===== config.mk =====
export PLATFORM = sky130hd
export DESIGN_NAME = alu_sequencer
export DESIGN_NICKNAME = d
export VERILOG_FILES = /design/src/rtl/alu_pkg.sv /design/src/rtl/alu_iter_unit.sv /design/src/rtl/alu_sequencer.sv
export SDC_FILE = /design/constraint.sdc
export NUM_CORES = 1
export LEC_CHECK = 0
export CORE_MARGIN = 2
export CORE_UTILIZATION = 60
export DETAILED_ROUTE_END_ITERATION = 8
export MAX_ROUTING_LAYER = met4
export PLACE_DENSITY = 0.91
export SLEW_MARGIN = 10
export SYNTH_ARGS = -nofsm -noshare
export SYNTH_HDL_FRONTEND = slang
export SYNTH_SLANG_ARGS = --single-unit
export TNS_END_PERCENT = 20

===== constraint.sdc =====
create_clock -name clk -period 4.1 [get_ports clk]
set_clock_uncertainty 0.1 [all_clocks]
set_input_delay 0.82 -clock clk [delete_from_list [all_inputs] [get_ports clk]]
set_output_delay 0.82 -clock clk [all_outputs]
set_load 0.01 [all_outputs]

===== src/rtl/alu_pkg.sv =====
// Shared opcode constants and FSM state type
// for the multi-cycle ALU sequencer.
package alu_pkg;

  localparam logic [1:0] OP_ADD = 2'b00;
  localparam logic [1:0] OP_SUB = 2'b01;
  localparam logic [1:0] OP_MUL = 2'b10;
  localparam logic [1:0] OP_DIV = 2'b11;

  typedef enum logic [1:0] {
    IDLE = 2'd0,
    EXEC = 2'd1,
    DONE = 2'd2
  } state_t;

endpackage


===== src/rtl/alu_iter_unit.sv =====
// Shift registers and single-step datapath for
// shift-add multiply and restoring divide.
module alu_iter_unit #(
  parameter int WIDTH = 4
) (
  input  logic             clk,
  input  logic             rst_n,
  input  logic             load,
  input  logic             step,
  input  logic             is_div,
  input  logic [WIDTH-1:0] a,
  input  logic [WIDTH-1:0] b,
  output logic [WIDTH-1:0] nxt_lo,
  output logic [WIDTH-1:0] nxt_hi
);

  logic [WIDTH-1:0] hi_q;
  logic [WIDTH-1:0] lo_q;
  logic [WIDTH-1:0] b_q;
  logic             div_q;

  logic [WIDTH:0]   sum;
  logic [WIDTH:0]   add;
  logic [WIDTH:0]   shifted;
  logic [WIDTH-1:0] diff;
  logic             ge;

  // hi_q is the product high half or the
  // partial remainder; lo_q holds the
  // multiplier or the dividend/quotient.
  always_comb begin
    sum     = {1'b0, hi_q} + {1'b0, b_q};
    add     = lo_q[0] ? sum : {1'b0, hi_q};
    shifted = {hi_q, lo_q[WIDTH-1]};
    ge      = shifted >= {1'b0, b_q};
    diff    = shifted[WIDTH-1:0] - b_q;
    nxt_hi  = hi_q;
    nxt_lo  = lo_q;
    if (div_q) begin
      nxt_hi = ge ? diff : shifted[WIDTH-1:0];
      nxt_lo = {lo_q[WIDTH-2:0], ge};
    end else begin
      nxt_hi = add[WIDTH:1];
      nxt_lo = {add[0], lo_q[WIDTH-1:1]};
    end
  end

  always_ff @(posedge clk or negedge rst_n) begin
    if (!rst_n) begin
      hi_q  <= '0;
      lo_q  <= '0;
      b_q   <= '0;
      div_q <= 1'b0;
    end else if (load) begin
      hi_q  <= '0;
      lo_q  <= a;
      b_q   <= b;
      div_q <= is_div;
    end else if (step) begin
      hi_q  <= nxt_hi;
      lo_q  <= nxt_lo;
    end
  end

endmodule


===== src/rtl/alu_sequencer.sv =====
// Valid/ready ALU: single-cycle add/sub,
// iterative mul/div via alu_iter_unit.
module alu_sequencer
  import alu_pkg::*;
#(
  parameter int WIDTH = 4
) (
  input  logic             clk,
  input  logic             rst_n,
  input  logic             in_valid,
  output logic             in_ready,
  input  logic [1:0]       op,
  input  logic [WIDTH-1:0] a,
  input  logic [WIDTH-1:0] b,
  output logic             out_valid,
  input  logic             out_ready,
  output logic [WIDTH-1:0] result,
  output logic [WIDTH-1:0] result_hi,
  output logic             overflow
);

  localparam int CW = $clog2(WIDTH);

  state_t           state;
  state_t           nxt;
  logic [CW-1:0]    cnt;
  logic             accept;
  logic             last;
  logic             b_zero;
  logic             iter_op;
  logic [WIDTH:0]   sum;
  logic [WIDTH:0]   diff;
  logic [WIDTH-1:0] it_lo;
  logic [WIDTH-1:0] it_hi;

  assign accept  = in_valid & in_ready;
  assign last    = cnt == CW'(WIDTH - 1);
  assign b_zero  = b == '0;
  assign iter_op = (op == OP_MUL) | ((op == OP_DIV) & ~b_zero);
  assign sum     = {1'b0, a} + {1'b0, b};
  assign diff    = {1'b0, a} - {1'b0, b};

  always_ff @(posedge clk or negedge rst_n) begin
    if (!rst_n) state <= IDLE;
    else        state <= nxt;
  end

  always_comb begin
    nxt = state;
    unique case (state)
      IDLE: if (accept) nxt = iter_op ? EXEC : DONE;
      EXEC: if (last) nxt = DONE;
      DONE: if (out_ready) nxt = IDLE;
      default: nxt = IDLE;
    endcase
  end

  always_comb begin
    in_ready  = state == IDLE;
    out_valid = state == DONE;
  end

  always_ff @(posedge clk or negedge rst_n) begin
    if (!rst_n) begin
      cnt <= '0;
    end else if (accept) begin
      cnt <= '0;
    end else if (state == EXEC) begin
      cnt <= last ? '0 : cnt + 1'b1;
    end
  end

  // Mul/div results come from the final step
  // so they land in the same edge as DONE.
  always_ff @(posedge clk or negedge rst_n) begin
    if (!rst_n) begin
      result    <= '0;
      result_hi <= '0;
      overflow  <= 1'b0;
    end else if (accept) begin
      unique case (1'b1)
        op == OP_ADD: begin
          result    <= sum[WIDTH-1:0];
          result_hi <= '0;
          overflow  <= sum[WIDTH];
        end
        op == OP_SUB: begin
          result    <= diff[WIDTH-1:0];
          result_hi <= '0;
          overflow  <= diff[WIDTH];
        end
        (op == OP_DIV) && b_zero: begin
          result    <= '1;
          result_hi <= a;
          overflow  <= 1'b1;
        end
        default: ;
      endcase
    end else if ((state == EXEC) && last) begin
      result    <= it_lo;
      result_hi <= it_hi;
      overflow  <= 1'b0;
    end
  end

  alu_iter_unit #(
    .WIDTH (WIDTH)
  ) u_iter (
    .clk    (clk),
    .rst_n  (rst_n),
    .load   (accept),
    .step   (state == EXEC),
    .is_div (op == OP_DIV),
    .a      (a),
    .b      (b),
    .nxt_lo (it_lo),
    .nxt_hi (it_hi)
  );

endmodule


==> results.sh <==
export IMPL_syn_num_nets=276
export IMPL_peakVddDrop_mv=0.4037
export IMPL_crit_start="op[0]"
export IMPL_io_pins=25
export IMPL_vias=1878
export IMPL_outcome="completed"
export IMPL_min_from="cnt[0]$_DFFE_PN0P_"
export IMPL_syn_avg_cell_area_um2=8.655
export IMPL_antenna_found_initial=0
export IMPL_clock_fmax_mhz=374.0
export IMPL_multiInputGateArea_mm2=0.001318
export IMPL_row_count=21
export IMPL_r2r_start="u_iter.b_q[2]$_DFFE_PN0P_"
export IMPL_path_max_fanout=9
export IMPL_synth_xor_xnor_area_share=0.01680
export IMPL_synth_adder_area_share=0.1404
export IMPL_core_mm2=0.003337
export IMPL_die_w_um=62.96
export IMPL_synth_seq_area_share=0.3119
export IMPL_synth_top_family_by_area="compound AO/OA/AOI/OAI gates"
export IMPL_finish_net_count=295
export IMPL_timing_worst_setup_path_type="input pin to register"
export IMPL_ys_flop_type="dfrtp_1"
export IMPL_numPortBuffers=24
export IMPL_cts_resized=0
export IMPL_fin_setup_tns_ns=0
export IMPL_final_max_slew_viol_count=0
export IMPL_drive_above_1_share=0.06178
export IMPL_critPathArrivalTime_ns=2.79
export IMPL_ys_types=51
export IMPL_die_area_mm2=0.003964
export IMPL_synth_area_leaders="dfrtp_1 (31%), ha_1 (10%), o21ai_0 (5.0%), nand2_1 (4.3%), fa_1 (3.8%)"
export IMPL_synth_edf_count=0
export IMPL_cts_root_buf="clkbuf_4"
export IMPL_ctsHoldBuffers=0
export IMPL_synth_top_area_share=0.3119
export IMPL_synth_area_mux_share=0.04919
export IMPL_yosysMostFrequentCell="dfrtp_1"
export IMPL_place_ws_ns=1.095
export IMPL_drc=0
export IMPL_cts_buffers=3
export IMPL_path_clk_slew_ns=0.14
export IMPL_hold_path_class="register to register"
export IMPL_via_per_inst=6.157
export IMPL_startpoint_type="input pin"
export IMPL_tritoncts="built"
export IMPL_grt_usage=0.2746
export IMPL_detail_route_wl_per_cell_um=16.32
export IMPL_regArea_um2=650.6
export IMPL_final_setup_worst_slack_ns=1.426
export IMPL_dp_hpwl_um=3827
export IMPL_post_cts_buffers=0
export IMPL_start_util=0.6250
export IMPL_finalCritPeriodShare=0.6521
export IMPL_crit_path_end_kind="register"
export IMPL_fillers=267
export IMPL_fin_crit_ns=2.674
export IMPL_antennaDiodeCount=0
export IMPL_drtIter0Drc=123
export IMPL_p_per_area_mw_per_mm2=686.5
export IMPL_clk_insertion_delay_late_ns=0.32
export IMPL_setup_viol=0
export IMPL_synth_commonest_cells="dfrtp_1 (26), nand2_1 (24), o21ai_0 (21), inv_1 (18), ha_1 (17)"
export IMPL_yosysWarnings=0
export IMPL_yosysTopAreaCell="dfrtp_1"
export IMPL_rsz0062_at_grt="false"
export IMPL_die_height_um=62.96
export IMPL_tightestPinTransition_ns=0.6697
export IMPL_synthSimpleGateAreaFrac=0.1872
export IMPL_hold_viol_final=0
export IMPL_netlist_instances=241
export IMPL_grt_pass1_wl_um=8562
export IMPL_cap_violations=0
export IMPL_total_leakage_power_nw=1.094
export IMPL_synth_seq_cells=26
export IMPL_ant_nets=0
export IMPL_grt_pass1_vias=1820
export IMPL_clockBufferDepth=2
export IMPL_syn2layout_area_growth_pct=13.98
export IMPL_grt_max_degree=32
export IMPL_place_gp_congestion=0.8961
export IMPL_synth_area_mm2=0.002086
export IMPL_slew_headroom=0.5479
export IMPL_grt_remaining_overflow=0
export IMPL_worstPathRequired_ns=4.21
export IMPL_cts_htree_levels=1
export IMPL_finalWirelength_um=4979
export IMPL_cts_sinks=26
export IMPL_synth_compound_area_share=0.2382
export IMPL_dr_pass1_iters=4
export IMPL_synthArstFlopShare=1.000
## critical path, cell delays in order
cell             delay, ns
clkdlybuf4s50_1       0.68
or4b_4                0.55
o21ai_2               0.20
a21oi_2               0.15
a221o_1               0.38
## per-stage QoR
step | hold WS [ns] | cell area (um^2) | power, mW | utilization | std cells
after CTS | 0.4127 | 2377 | 1.623 | 0.7124 | 305
after detailed placement | 0.3878 | 2341 | 1.490 | 0.7015 | 301
final | 0.4111 | 2377 | 1.632 | 0.7124 | 305
after global routing | 0.4394 | 2377 | 1.783 | 0.7124 | 305
after global placement | 0.3850 | 2341 | 1.452 | 0.7015 | 301
after floorplan | 0.3620 | 2086 | 1.176 | - | 241
## report_power, final
group	switching [mW]	internal (mW)
Sequential	0.151	0.373
Clock	0.0781	0.0542
Combinational	0.523	0.453
Total	0.752	0.880
## path summary, 6_finish.rpt
check	endpoint	slack, ns	depth (start not counted)
worst max-delay path	result[3]$_DFFE_PN0P_	1.43	5
worst min-delay path	cnt[0]$_DFFE_PN0P_	0.41	1
worst max register to register	result_hi[0]$_DFFE_PN0P_	1.62	7
worst min register to register	cnt[0]$_DFFE_PN0P_	0.41	1
max in group asynchronous	result_hi[2]$_DFFE_PN0P_	2.90	2
min in group asynchronous	overflow$_DFFE_PN0P_	0.74	2
## cell type report
class | count | area share
Inverter | 18 | 0.02842
Sequential cell | 26 | 0.2737
Timing Repair Buffer | 25 | 0.1042
Multi-Input combinational cell | 186 | 0.5542
Clock buffer | 4 | 0.01526
Tap cell | 46 | 0.02421
## sequential cells by signal, summed over array words and instances (netlist names)
name          flops
u_iter.hi_q       4
cnt               2
state             2
result_hi         4
u_iter.lo_q       4
overflow          1
u_iter.div_q      1
result            4
u_iter.b_q        4
## routing by layer
metal  routed length, um  global-route usage
met5                   0                   -
met4                  57             0.06111
met3                 310             0.02883
met2                2356              0.4322
met1                2254              0.3849
## cell usage in the layout, fill, tap and decap left out, types with 3 or more instances in the layout
cell type	netlist	layout
a21o_1	5	5
a21oi_1	14	14
a31oi_1	4	4
and3_1	4	4
clkbuf_4	0	3
clkdlybuf4s50_1	0	24
dfrtp_1	26	26
fa_1	4	4
ha_1	17	17
inv_1	18	18
mux2i_1	8	8
nand2_1	24	24
nand2b_1	3	3
nand3_1	8	8
nor2_1	15	15
nor2b_1	7	7
nor3_1	5	5
o211ai_1	4	4
o21ai_0	21	21
o21ai_1	4	4
## cell families (layout without fill, tap and decap cells)
group | after synthesis | after routing
muxes | 10 | 10
adders and majority gates | 21 | 21
DFF | 26 | 26
and+or+nand+nor | 76 | 76
xor gates and xnor gates | 4 | 4
AOI/OAI and AO/OA | 75 | 75
buffers and inverters | 29 | 47
(Power assumes the default switching activity.)
